`config.mk`:
```
export PLATFORM = sky130hd
export DESIGN_NAME = upsample_layer_scheduler
export DESIGN_NICKNAME = d
export VERILOG_FILES = /design/src/rtl/upsample_pkg.sv /design/src/rtl/upsample_layer_rom.sv /design/src/rtl/upsample_layer_scheduler.sv
export SDC_FILE = /design/constraint.sdc
export NUM_CORES = 1
export LEC_CHECK = 0
export CORE_AREA = 2 2 68 70
export DETAILED_ROUTE_END_ITERATION = 16
export DIE_AREA = 0 0 70 72
export GPL_TIMING_DRIVEN = 0
export PLACE_DENSITY = 0.88
export RECOVER_POWER = 25
export SYNTH_ARGS = -nofsm -noshare
export SYNTH_HDL_FRONTEND = slang
export SYNTH_HIERARCHICAL = 1
export SYNTH_SLANG_ARGS = --single-unit
```
`constraint.sdc`:
```
create_clock -name clk -period 3.37 [get_ports clk]
set_clock_uncertainty 0.1 [all_clocks]
set_input_delay 0.674 -clock clk [delete_from_list [all_inputs] [get_ports clk]]
set_output_delay 0.674 -clock clk [all_outputs]
set_load 0.01 [all_outputs]
```
`src/rtl/upsample_pkg.sv`:
```
// Shared definitions for the upsample layer scheduler: the layer table
// (channel counts, size codes, input pixel counts), field widths and the
// scheduler state encoding.
package upsample_pkg;

  localparam int unsigned LAYER_W          = 3;
  localparam int unsigned SIZE_W           = 3;
  localparam int unsigned PIX_IN_W         = 15;
  localparam int unsigned PIX_OUT_W        = 17;
  localparam int unsigned NUM_TABLE_LAYERS = 6;

  localparam int unsigned LAYER_CHANNELS [NUM_TABLE_LAYERS] =
    '{256, 256, 256, 256, 128, 64};

  localparam logic [SIZE_W-1:0] LAYER_SIZE [NUM_TABLE_LAYERS] =
    '{3'd0, 3'd1, 3'd2, 3'd3, 3'd4, 3'd5};

  localparam logic [PIX_IN_W-1:0] LAYER_PIXELS_IN [NUM_TABLE_LAYERS] =
    '{15'd16, 15'd64, 15'd256, 15'd1024, 15'd4096, 15'd16384};

  typedef enum logic [2:0] {
    S_IDLE,
    S_ISSUE,
    S_WAIT,
    S_NEXT,
    S_DRAIN
  } sched_state_t;

  // 2x upsample in both dimensions: four output pixels per input pixel.
  function automatic logic [PIX_OUT_W-1:0] pixels_out(input logic [PIX_IN_W-1:0] pix_in);
    return {pix_in, 2'b00};
  endfunction

endpackage

```
`src/rtl/upsample_layer_rom.sv`:
```
// Combinational layer table lookup indexed by layer number. Out-of-table
// indices return all zeros.
module upsample_layer_rom
  import upsample_pkg::*;
#(
  parameter int CH_W = 9
) (
  input  logic [LAYER_W-1:0]  layer,
  output logic [CH_W-1:0]     last_channel,
  output logic [SIZE_W-1:0]   size,
  output logic [PIX_IN_W-1:0] pixels_in
);

  // Table lookup; last_channel is the channel count minus one.
  always_comb begin
    last_channel = '0;
    size         = '0;
    pixels_in    = '0;
    if (int'(layer) < int'(NUM_TABLE_LAYERS)) begin
      last_channel = CH_W'(LAYER_CHANNELS[layer] - 1);
      size         = LAYER_SIZE[layer];
      pixels_in    = LAYER_PIXELS_IN[layer];
    end
  end

endmodule

```
`src/rtl/upsample_layer_scheduler.sv`:
```
// Upsample layer scheduler: walks layers first_layer..last_layer and, per
// layer, issues one job per channel to the upsample engine with a
// valid/ready handshake, waiting for job_done between jobs. Supports abort
// with drain of an outstanding job.
// Optional feature: define UPSAMPLE_SCHED_PERF_EN to add the 32-bit
// perf_cycles busy-cycle counter output.
module upsample_layer_scheduler
  import upsample_pkg::*;
#(
  parameter int NUM_LAYERS = 6,
  parameter int CH_W       = 9
) (
  input  logic                 clk,
  input  logic                 aresetn,
  input  logic                 start,
  input  logic                 abort,
  input  logic [LAYER_W-1:0]   first_layer,
  input  logic [LAYER_W-1:0]   last_layer,
  output logic                 job_valid,
  input  logic                 job_ready,
  output logic [LAYER_W-1:0]   job_layer,
  output logic [SIZE_W-1:0]    job_size,
  output logic [CH_W-1:0]      job_channel,
  output logic [PIX_IN_W-1:0]  job_pixels_in,
  output logic [PIX_OUT_W-1:0] job_pixels_out,
  input  logic                 job_done,
  output logic                 busy,
  output logic                 layer_done,
  output logic                 all_done,
  output logic                 cfg_err,
`ifdef UPSAMPLE_SCHED_PERF_EN
  output logic                 err_spurious,
  output logic [31:0]          perf_cycles
`else
  output logic                 err_spurious
`endif
);

  sched_state_t         state_q, state_d;
  logic [LAYER_W-1:0]   layer_q, layer_d;
  logic [LAYER_W-1:0]   last_q, last_d;
  logic [CH_W-1:0]      channel_q, channel_d;
  logic                 pending_q, pending_d;
  logic                 cfg_err_q, cfg_err_d;
  logic                 err_q;
  logic                 layer_done_c, all_done_c;
  logic                 range_ok;
  logic                 start_ok;

  logic [CH_W-1:0]      rom_last_channel;
  logic [SIZE_W-1:0]    rom_size;
  logic [PIX_IN_W-1:0]  rom_pixels_in;

  upsample_layer_rom #(
    .CH_W (CH_W)
  ) u_rom (
    .layer        (layer_q),
    .last_channel (rom_last_channel),
    .size         (rom_size),
    .pixels_in    (rom_pixels_in)
  );

  assign range_ok = (first_layer <= last_layer) && (int'(last_layer) < NUM_LAYERS);
  assign start_ok = (state_q == S_IDLE) && start && range_ok;

  // State and counter registers.
  always_ff @(posedge clk) begin
    if (!aresetn) begin
      state_q   <= S_IDLE;
      layer_q   <= '0;
      last_q    <= '0;
      channel_q <= '0;
      pending_q <= 1'b0;
      cfg_err_q <= 1'b0;
    end else begin
      state_q   <= state_d;
      layer_q   <= layer_d;
      last_q    <= last_d;
      channel_q <= channel_d;
      pending_q <= pending_d;
      cfg_err_q <= cfg_err_d;
    end
  end

  // Sticky flag for job_done arriving when no job can be outstanding.
  always_ff @(posedge clk) begin
    if (!aresetn) begin
      err_q <= 1'b0;
    end else if (job_done && (state_q != S_WAIT) && (state_q != S_DRAIN)) begin
      err_q <= 1'b1;
    end
  end

  // Next-state logic and completion pulses.
  // Abort outranks job_ready/job_done in the same cycle; a handshake that
  // coincides with abort leaves a job outstanding, so it is drained.
  always_comb begin
    state_d      = state_q;
    layer_d      = layer_q;
    last_d       = last_q;
    channel_d    = channel_q;
    pending_d    = pending_q;
    cfg_err_d    = 1'b0;
    layer_done_c = 1'b0;
    all_done_c   = 1'b0;
    case (state_q)
      S_IDLE: begin
        if (start) begin
          if (range_ok) begin
            layer_d   = first_layer;
            last_d    = last_layer;
            channel_d = '0;
            state_d   = S_ISSUE;
          end else begin
            cfg_err_d = 1'b1;
          end
        end
      end
      S_ISSUE: begin
        if (abort) begin
          if (job_ready) begin
            pending_d = 1'b1;
            state_d   = S_DRAIN;
          end else begin
            state_d   = S_IDLE;
          end
        end else if (job_ready) begin
          state_d = S_WAIT;
        end
      end
      S_WAIT: begin
        if (abort) begin
          pending_d = !job_done;
          state_d   = S_DRAIN;
        end else if (job_done) begin
          state_d = S_NEXT;
        end
      end
      S_NEXT: begin
        if (abort) begin
          pending_d = 1'b0;
          state_d   = S_DRAIN;
        end else if (channel_q != rom_last_channel) begin
          channel_d = channel_q + CH_W'(1);
          state_d   = S_ISSUE;
        end else begin
          layer_done_c = 1'b1;
          if (layer_q == last_q) begin
            all_done_c = 1'b1;
            state_d    = S_IDLE;
          end else begin
            layer_d   = layer_q + LAYER_W'(1);
            channel_d = '0;
            state_d   = S_ISSUE;
          end
        end
      end
      S_DRAIN: begin
        if (!pending_q || job_done) begin
          pending_d = 1'b0;
          state_d   = S_IDLE;
        end
      end
      default: begin
        state_d = S_IDLE;
      end
    endcase
  end

  // Output drive; everything is held at zero while reset is asserted and
  // job fields read zero whenever no job is offered.
  always_comb begin
    job_valid      = aresetn && (state_q == S_ISSUE);
    busy           = aresetn && (state_q != S_IDLE);
    layer_done     = aresetn && layer_done_c;
    all_done       = aresetn && all_done_c;
    cfg_err        = aresetn && cfg_err_q;
    err_spurious   = aresetn && err_q;
    job_layer      = '0;
    job_size       = '0;
    job_channel    = '0;
    job_pixels_in  = '0;
    job_pixels_out = '0;
    if (job_valid) begin
      job_layer      = layer_q;
      job_size       = rom_size;
      job_channel    = channel_q;
      job_pixels_in  = rom_pixels_in;
      job_pixels_out = pixels_out(rom_pixels_in);
    end
  end

`ifdef UPSAMPLE_SCHED_PERF_EN
  // Busy-cycle counter: cleared by an accepted start, saturating.
  always_ff @(posedge clk) begin
    if (!aresetn) begin
      perf_cycles <= '0;
    end else if (start_ok) begin
      perf_cycles <= '0;
    end else if ((state_q != S_IDLE) && (perf_cycles != '1)) begin
      perf_cycles <= perf_cycles + 32'd1;
    end
  end
`else
  logic unused_start_ok;
  assign unused_start_ok = start_ok;
`endif

endmodule

```
* Word-level counts from Yosys, hierarchy flattened
Memory sizes are Yosys's and may differ from the RTL's.
Index checks and enable logic that the tools add are counted.
** Word-level totals
- Flip-flop bits (word level) :: 21
- Input port bits :: 12
- Memories :: 3
- Bits in read-only memories :: 400
** Memory list
- (name not given) :: words 8, bits a word 32, rd ports 1, clocked after Yosys merged registers in 0, write ports 0, line upsample_layer_rom.sv:20 : last_channel = CH_W'(LAYER_CHANNELS[layer] - 1);
- (name not given) :: words 8, bits a word 15, rd ports 1, clocked after Yosys merged registers in 0, write ports 0, line upsample_layer_rom.sv:22 : pixels_in = LAYER_PIXELS_IN[layer];
- (name not given) :: words 8, bits a word 3, rd ports 1, clocked after Yosys merged registers in 0, write ports 0, line upsample_layer_rom.sv:21 : size = LAYER_SIZE[layer];
** Operators by class
- Order comparisons :: 4
- Equal/unequal tests :: 21
- Bitwise logic cells :: 1
- Reduce and logical (&&, ||, !) cells :: 22
- Muxes and demuxes :: 52
- Add/sub/neg operators :: 3
** Operators with widths (number)
- $mux 9 :: 9
- $mux 15 :: 4
- $mux 3 :: 19
- $ne 2x2->1 const B :: 10
- $pmux 9 s2 :: 1
- $mux 17 :: 1
- $mux 1 :: 15
- $pmux 3 s5 :: 1
- $ne 3x3->1 const B :: 4
- $reduce_and 6->1 :: 2
- $reduce_and 5->1 :: 2
- $add 9x1->9 const B :: 1
- $logic_and 1x1->1 :: 9
- $ne 9x9->1 :: 1
- $sub 9x1->9 const B :: 1
- $eq 3x2->1 const B :: 2
- $lt 3x3->1 const B :: 2
- $pmux 3 s2 :: 1
- $reduce_and 3->1 :: 2
- $ge 4x4->1 const B :: 1
- $not 3->4 :: 1
- $pmux 1 s4 :: 1
- $reduce_bool 4->1 :: 1
- $add 3x1->3 const B :: 1
- 10 further kinds :: 11

* Depth between registers and ports, before layout
Gate-level depths: netlist (run 1).
- Depth after elaboration :: 11
- Gate-level depth with buffers :: 12

* Hierarchy
The synthesis (run 1) kept the hierarchy.
** Modules (own cells, without submodules)
- upsample_layer_scheduler :: area an instance 1739.2 um^2, sequential area each 420.4 um^2, times used 1, cells an instance 219
- upsample_layer_rom :: area an instance 236.5 um^2, sequential area each 0.0 um^2, times used 1, cells an instance 33

* Worst setup path before layout (run 1)
OpenSTA, ideal clock, no wires.
- Path type :: register to output
- Start :: reg layer_q[2]
- End :: out all_done
- Arrival :: 2.267 ns
- Buffers on the path :: 2
- Path slack :: 0.329 ns
- Cell stages (with the launch flop) :: 11
- Required time :: 2.596 ns
- Cell sequence :: dfxtp_1 buf_4 nand2b_1 ha_1 a21oi_1 xnor2_1 nand4_1 nor4_4 buf_2 and3_1 and2_1
** Between the ends
- Word-level cells in the longest chain between the ends :: 11
- Elaborated cells between the ends (all ways) :: 14
- Those cells by class :: add/sub: 1; order compare: 1; eq/ne: 2; mux: 7; bitwise: 1; reduce/logical: 1; memory: 1
** RTL lines
- start, declared :: line upsample_layer_scheduler.sv:40 : logic [LAYER_W-1:0] layer_q, layer_d;
- start signal, assigned :: line upsample_layer_scheduler.sv:77 : layer_q <= layer_d;
- $not 3->4 (implied by the code) :: line upsample_layer_rom.sv:20
- $mem_v2 8x32
- $mux 9 (implied by the code) (2 in series) :: line upsample_layer_rom.sv:20
- $sub 9x1->9 :: line upsample_layer_rom.sv:20
- $mux 9 * :: line upsample_layer_rom.sv:19 : if (int'(layer) < int'(NUM_TABLE_LAYERS)) begin
- via rom_last_channel[7] :: line upsample_layer_scheduler.sv:50 : logic [CH_W-1:0] rom_last_channel;
- $ne 9x9->1 * :: line upsample_layer_scheduler.sv:143 : end else if (channel_q != rom_last_channel) begin
- $mux 1 * :: line upsample_layer_scheduler.sv:143
- $mux 1 * :: line upsample_layer_scheduler.sv:140 : if (abort) begin
- $mux 1 * :: line upsample_layer_scheduler.sv:106 : case (state_q)
- $logic_and 1x1->1 * :: line upsample_layer_scheduler.sv:176 : all_done = aresetn && all_done_c;
- end, declared :: line upsample_layer_scheduler.sv:29 : output logic all_done,
Mark *: on every way through the listed nets, which the timed path passes. The rest lies on a longest branch. The select of a mux whose other input is x is not followed.

* Final worst setup path (run 1)
- Start :: reg layer_q[0]
- End :: out all_done
The elaborated chain is that of the path after synthesis.

==> impl_metrics.csv, run 1 <==
group,metric,value,unit
yosys,synth_top_area_cell,"dfxtp_1",
hold_path,hp-class,"register to register",
drt,drtIter0Drc,71,
clocking,clockBufferDepth,2,
final_layout,nets,336,
final_layout,design_area,2671,um2
drt,avgRoutedWirePerCell,12.57,um
yosys,synth_area_leaders,"dfxtp_1 (21%), buf_4 (12%), and2_1 (12%), xnor2_1 (4.9%), ha_1 (3.8%)",
global_routing,overflow,0,
yosys,post-synth-top-count-cell,"and2_1",
floorplan,io_pins,65,
sta,setup_slack,185.3,ps
job,maxCapViolCount,0,
outcome,status,"finished, final reports clean",
drt,vias,1878,
floorplan,rows,24,
drt,drtPass1Iterations,4,
placement,portBuffers,44,
yosys,synthCells,252,
floorplan,core,4264,um2
yosys,ys_seq_elements,21,
sta,holdWs,364.2,ps
pwr,leakage,1.134,nW
drt,ant_nets,0,
floorplan,die_x,70,um
placement,placed_area,2515,um2
sta,drv_slew,0,
yosys,synthFlopType,"dfxtp_1",
yosys,async_flop_share,0,%
floorplan,die_area,5040,um2
sta,setup_viol,0,
final_layout,fill_cells,386,
sta,tns,0,ps
sta,relSlewSlack,66.15,%
sta,hold_viol,0,
drt,drc_errors,0,
clocking,cts_tree,"built",
setup_path,r2r_cells,13,
clocking,clk_pin_slew,80,ps
clocking,clock_sinks,21,
yosys,synth_common_cells,"and2_1 (37), buf_4 (32), dfxtp_1 (21), nand2_1 (19)",
setup_path,startpoint_type,"register",
placement,hpwl,3444,um
final_layout,diodes,0,
global_routing,grt_max_degree,16,
sta,tightest_slew,507.7,ps
pwr,irDropWorstVdd,0.0001666,V
yosys,synth_cell_type_count,53,
global_routing,grt_pass1_wl,7700,um
yosys,synth_edf_count,0,
drt,totalWireLength,4639,um
setup_path,worstPathMaxFanout,9,
sta,min_period_over_period,94.50,%
clocking,h-tree-depth,1,
sta,rsz0062_at_grt,"no",
floorplan,die_height,72,um
yosys,syn_avg_cell_area,7.840,um2
placement,gp_congestion,0.8236,
pwr,p_per_area,237.9,nW/um2
yosys,yosysSeqAreaShare,21.28,%
hold_path,min_from,"err_q",
setup_path,crit_type,"register to output pin",
setup_path,required,2600,ps
setup_path,rr_startpoint,"layer_q[0]",
clocking,insertion_delay,260,ps
setup_path,crit_path_end_kind,"output pin",
hold_path,hold_end,"err_q",
final_layout,layout-drive-gt1-share,22.71,%
sta,max_freq,314.0,MHz
hold_path,hold-path-cell-count,1,
setup_path,ff2ff_setup_slack,650,ps
setup_path,critical_path_arrival,2410,ps
clocking,cts_root_buf,"clkbuf_8",
drt,via_per_inst,5.089,
global_routing,grt_usage,18.42,%
floorplan,start_util,46.33,%
final_layout,syn_to_final_growth,35.21,%
sta,min_period,3185,ps
placement,dp_slack,-451.6,ps
yosys,yosys.area.top_type_share,21.28,%
yosys,ys_warn_count,6,
yosys,syn_area,1976,um2
global_routing,antenna_found_initial,0,
clocking,numCtsBuffers,3,
setup_path,worstReg2RegEnd,"channel_q[6]",
global_routing,grt_pass1_vias,1730,
## critical path, cell delays in order, from the launching register on
cell	delay (ps)
dfxtp_4	370
nand2b_1	150
ha_1	210
nor2_1	90
a21o_1	110
xnor2_1	130
nand3_1	140
nor4_4	370
buf_6	150
and3_1	170
and2_1	140
buf_2	120
## stage by stage
step | total power [mW] | std cells | utilization (%)
after global routing | 0.6673 | 369 | 62.65
after floorplan | 0.4043 | 261 | -
after detailed placement | 0.4586 | 357 | 58.98
final | 0.6356 | 369 | 62.65
after global placement | 0.4532 | 357 | 58.98
after CTS | 0.6300 | 364 | 61.77
## timing repair
action / 4_1_cts / 5_1_grt
hold buffers: 0 / 0
resized for setup: 24 / 2
endpoints found under the setup margin: 33 / 2
setup buffers: 3 / 6
pin swaps: 1 / 2
## state kept, by name, indices dropped and copies added, names as in the netlist
register / count
channel_q: 9
last_q: 3
layer_q: 3
state_q: 3
cfg_err_q: 1
err_q: 1
pending_q: 1
## power by group
part,total (mW),switching [mW],internal [mW]
sequential,0.272,0.0133,0.259
clock,0.166,0.0838,0.0823
combinational,0.197,0.0938,0.104
total,0.636,0.191,0.445
## metal layers
layer | up-vias | track usage [%] | routed length [um]
li1 | 948 | - | -
met1 | 838 | 22.12 | 1897
met2 | 84 | 33.54 | 2345
met3 | 8 | 1.944 | 347
met4 | 0 | 7.906 | 48
met5 | - | 0 | 0
## worst max-delay path by stage
stage	slack [ps]	endpoint	cells past startpoint	from
after floorplan	330	all_done	10	layer_q[2]
after global placement	-390	all_done	11	layer_q[0]
after detailed placement	-450	all_done	11	layer_q[0]
after CTS	50	layer_done	10	layer_q[2]
after global routing	30	all_done	11	layer_q[0]
final	190	all_done	11	layer_q[0]
## kinds of logic (layout without fill, tap and decap cells)
logic type                 Yosys count  in the layout  synth area share [%]
muxes                                4              4                 2.090
and+or+nand+nor                    118            118                 35.47
adders and majority gates            6              6                 3.800
xor gates and xnor gates            13             13                 5.763
other                                2             11                0.3801
AOI/OAI and AO/OA                   38             38                 15.01
DFF                                 21             21                 21.28
buffers and inverters               50            106                 16.21
## layout by cell type, fill, tap and decap left out, types with 5 or more instances in the layout
cell type	n
buf_4	40
clkdlybuf4s50_1	39
and2_1	36
nand2_1	19
dfxtp_1	18
xnor2_1	11
nor2_1	11
conb_1	11
nand3_1	10
nor2b_1	6
and3_1	6
nor3_1	6
ha_1	6
clkbuf_8	5
inv_1	5
o21a_1	5
o211ai_1	5
## cell type report
type / instances / area (um2) / share of cell area (%)
timing repair buffer: 53 / 501.7 / 18.78
multi-input combinational: 190 / 1287 / 48.20
inverter: 5 / 18.77 / 0.7026
sequential: 21 / 429.2 / 16.07
clock inverter: 1 / 5.005 / 0.1874
clock buffer: 3 / 41.29 / 1.546
buffer: 44 / 322.8 / 12.08
tap: 52 / 65.06 / 2.436
Note: power is estimated with default switching activity, not from simulation.
==> run 2: changes to the inputs <==
--- a/config.mk
+++ b/config.mk
@@ -8,7 +8,6 @@
 export CORE_AREA = 2 2 68 70
 export DETAILED_ROUTE_END_ITERATION = 16
 export DIE_AREA = 0 0 70 72
-export GPL_TIMING_DRIVEN = 0
 export PLACE_DENSITY = 0.88
 export RECOVER_POWER = 25
 export SYNTH_ARGS = -nofsm -noshare
==> run 2 against run 1 <==
Die area did not move. Sequential share of layout area rose by 1.6 points. Total power fell by 3.9%. Utilization fell by 6.7 points. Non-clock buffer count fell by 41. Design area fell by 11%. Critical path depth fell by 2. Global-route usage fell by 1.5 points. Via count fell by 8.1%. Highest routed layer unchanged.
==> impl_metrics.csv, run 2 (synthesis gave the netlist of run 1 again) <==
group,metric,value,unit
outcome,status,"finished, final reports clean",
sta,tightest_slew,610.8,ps
clocking,h-tree-depth,1,
final_layout,largest_reg_flops,9,
sta,relSlewSlack,59.28,%
sta,min_period,3174,ps
global_routing,busiest_layer,"met2",
setup_path,startpoint_type,"register",
floorplan,start_util,46.33,%
sta,tns,0,ps
drt,via_per_inst,5.259,
pwr,leakage,0.9462,nW
global_routing,met1_usage,19.59,%
setup_path,crit_path_end_kind,"output pin",
drt,ant_nets,0,
sta,rsz0062_at_grt,"no",
setup_path,worstPathMaxFanout,4,
pwr,irDropWorstVdd,0.0001671,V
sta,hold_viol,0,
final_layout,nets,295,
pwr,p_per_area,256.4,nW/um2
drt,avgRoutedWirePerCell,12.35,um
final_layout,fill_cells,405,
placement,gp_congestion,0.8181,
drt,drtPass1Iterations,4,
setup_path,required,2600,ps
global_routing,antenna_found_initial,0,
clocking,cts_tree,"built",
drt,totalWireLength,4051,um
clocking,insertion_delay,260,ps
global_routing,gr-usage-met3,2.083,%
clocking,hold_buffers,0,
final_layout,final_cell_mix,"clkdlybuf4s50_1 (40), and2_1 (36), dfxtp_1 (20), nand2_1 (18)",
setup_path,critical_path_arrival,2400,ps
clocking,clock_sinks,21,
global_routing,grt_max_degree,32,
hold_path,hp-class,"register to register",
final_layout,syn_to_final_growth,20.65,%
global_routing,globalRouteMet2Util,32.59,%
setup_path,crit_type,"register to output pin",
drt,vias,1725,
placement,portBuffers,44,
sta,min_period_over_period,94.17,%
sta,holdWs,370.2,ps
drt,drtIter0Drc,87,
floorplan,die_area,5040,um2
final_layout,layout-drive-gt1-share,11.23,%
final_layout,top_register,"channel_q",
sta,setup_viol,0,
drt,drc_errors,0,
sta,drv_slew,0,
floorplan,die_x,70,um
floorplan,io_pins,65,
global_routing,grt_usage,16.97,%
global_routing,grt_pass1_wl,7210,um
clocking,cts_root_buf,"clkbuf_8",
floorplan,rows,24,
final_layout,final_common_cell,"clkdlybuf4s50_1",
placement,placed_area,2316,um2
global_routing,grt_pass1_vias,1667,
sta,max_freq,315.1,MHz
floorplan,die_height,72,um
final_layout,diodes,0,
global_routing,overflow,0,
job,maxCapViolCount,0,
floorplan,core,4264,um2
clocking,clk_pin_slew,80,ps
final_layout,design_area,2384,um2
clocking,numCtsBuffers,3,
placement,hpwl,3097,um
clocking,clockBufferDepth,2,
==> run 2: area by class of cell <==
type | count | area [um2] | area share [%]
Tap cell | 52 | 65.06 | 2.730
Multi-Input combinational cell | 190 | 1291 | 54.17
Timing Repair Buffer | 56 | 540.5 | 22.68
Clock buffer | 3 | 41.29 | 1.732
Clock inverter | 1 | 5.005 | 0.2100
Inverter | 5 | 18.77 | 0.7874
Sequential cell | 21 | 421.7 | 17.69
==> run 2: final timing paths <==
path / start / end / slack (ps) / cells after the start
max: layer_q[0] / all_done / 200 / 9
min reg2reg: err_q / err_q / 370 / 1
min: err_q / err_q / 370 / 1
max reg2reg: layer_q[0] / channel_q[6] / 520 / 12
==> run 2: metal layers <==
layer	vias up	wire, um
met2	68	1970
met1	778	1777
met3	8	254
li1	871	-
met5	-	0
met4	0	49
==> run 2: worst max-delay path, stage by stage (launching register included) <==
cell           delay [ps]
dfxtp_1               330
nand2b_1              150
ha_1                  300
a21oi_2               120
xnor2_1               130
nand4_1               150
nor4_4                350
and3_4                240
and2_1                110
dlygate4sd2_1         260
==> run 2: per-stage QoR <==
step	power [mW]	setup WS, ps	std cells	utilization [%]
CTS	0.6203	94.35	327	55.72
global route	0.6506	63.37	328	55.90
global placement	0.4442	284.6	322	54.31
finish	0.6110	196.4	328	55.90
detailed placement	0.4501	232.2	322	54.31
floorplan	0.4043	329.0	261	-
==> run 2: timing repair <==
action	CTS	global route
gates resized for setup	3	3
setup endpoints to repair	1	1
pin swaps	2	1
setup buffers	1	1
==> run 2: power by group <==
group	switching, mW	internal, mW	total (mW)
clock network	0.0854	0.0824	0.168
registers	0.0139	0.258	0.272
logic	0.0863	0.0846	0.171
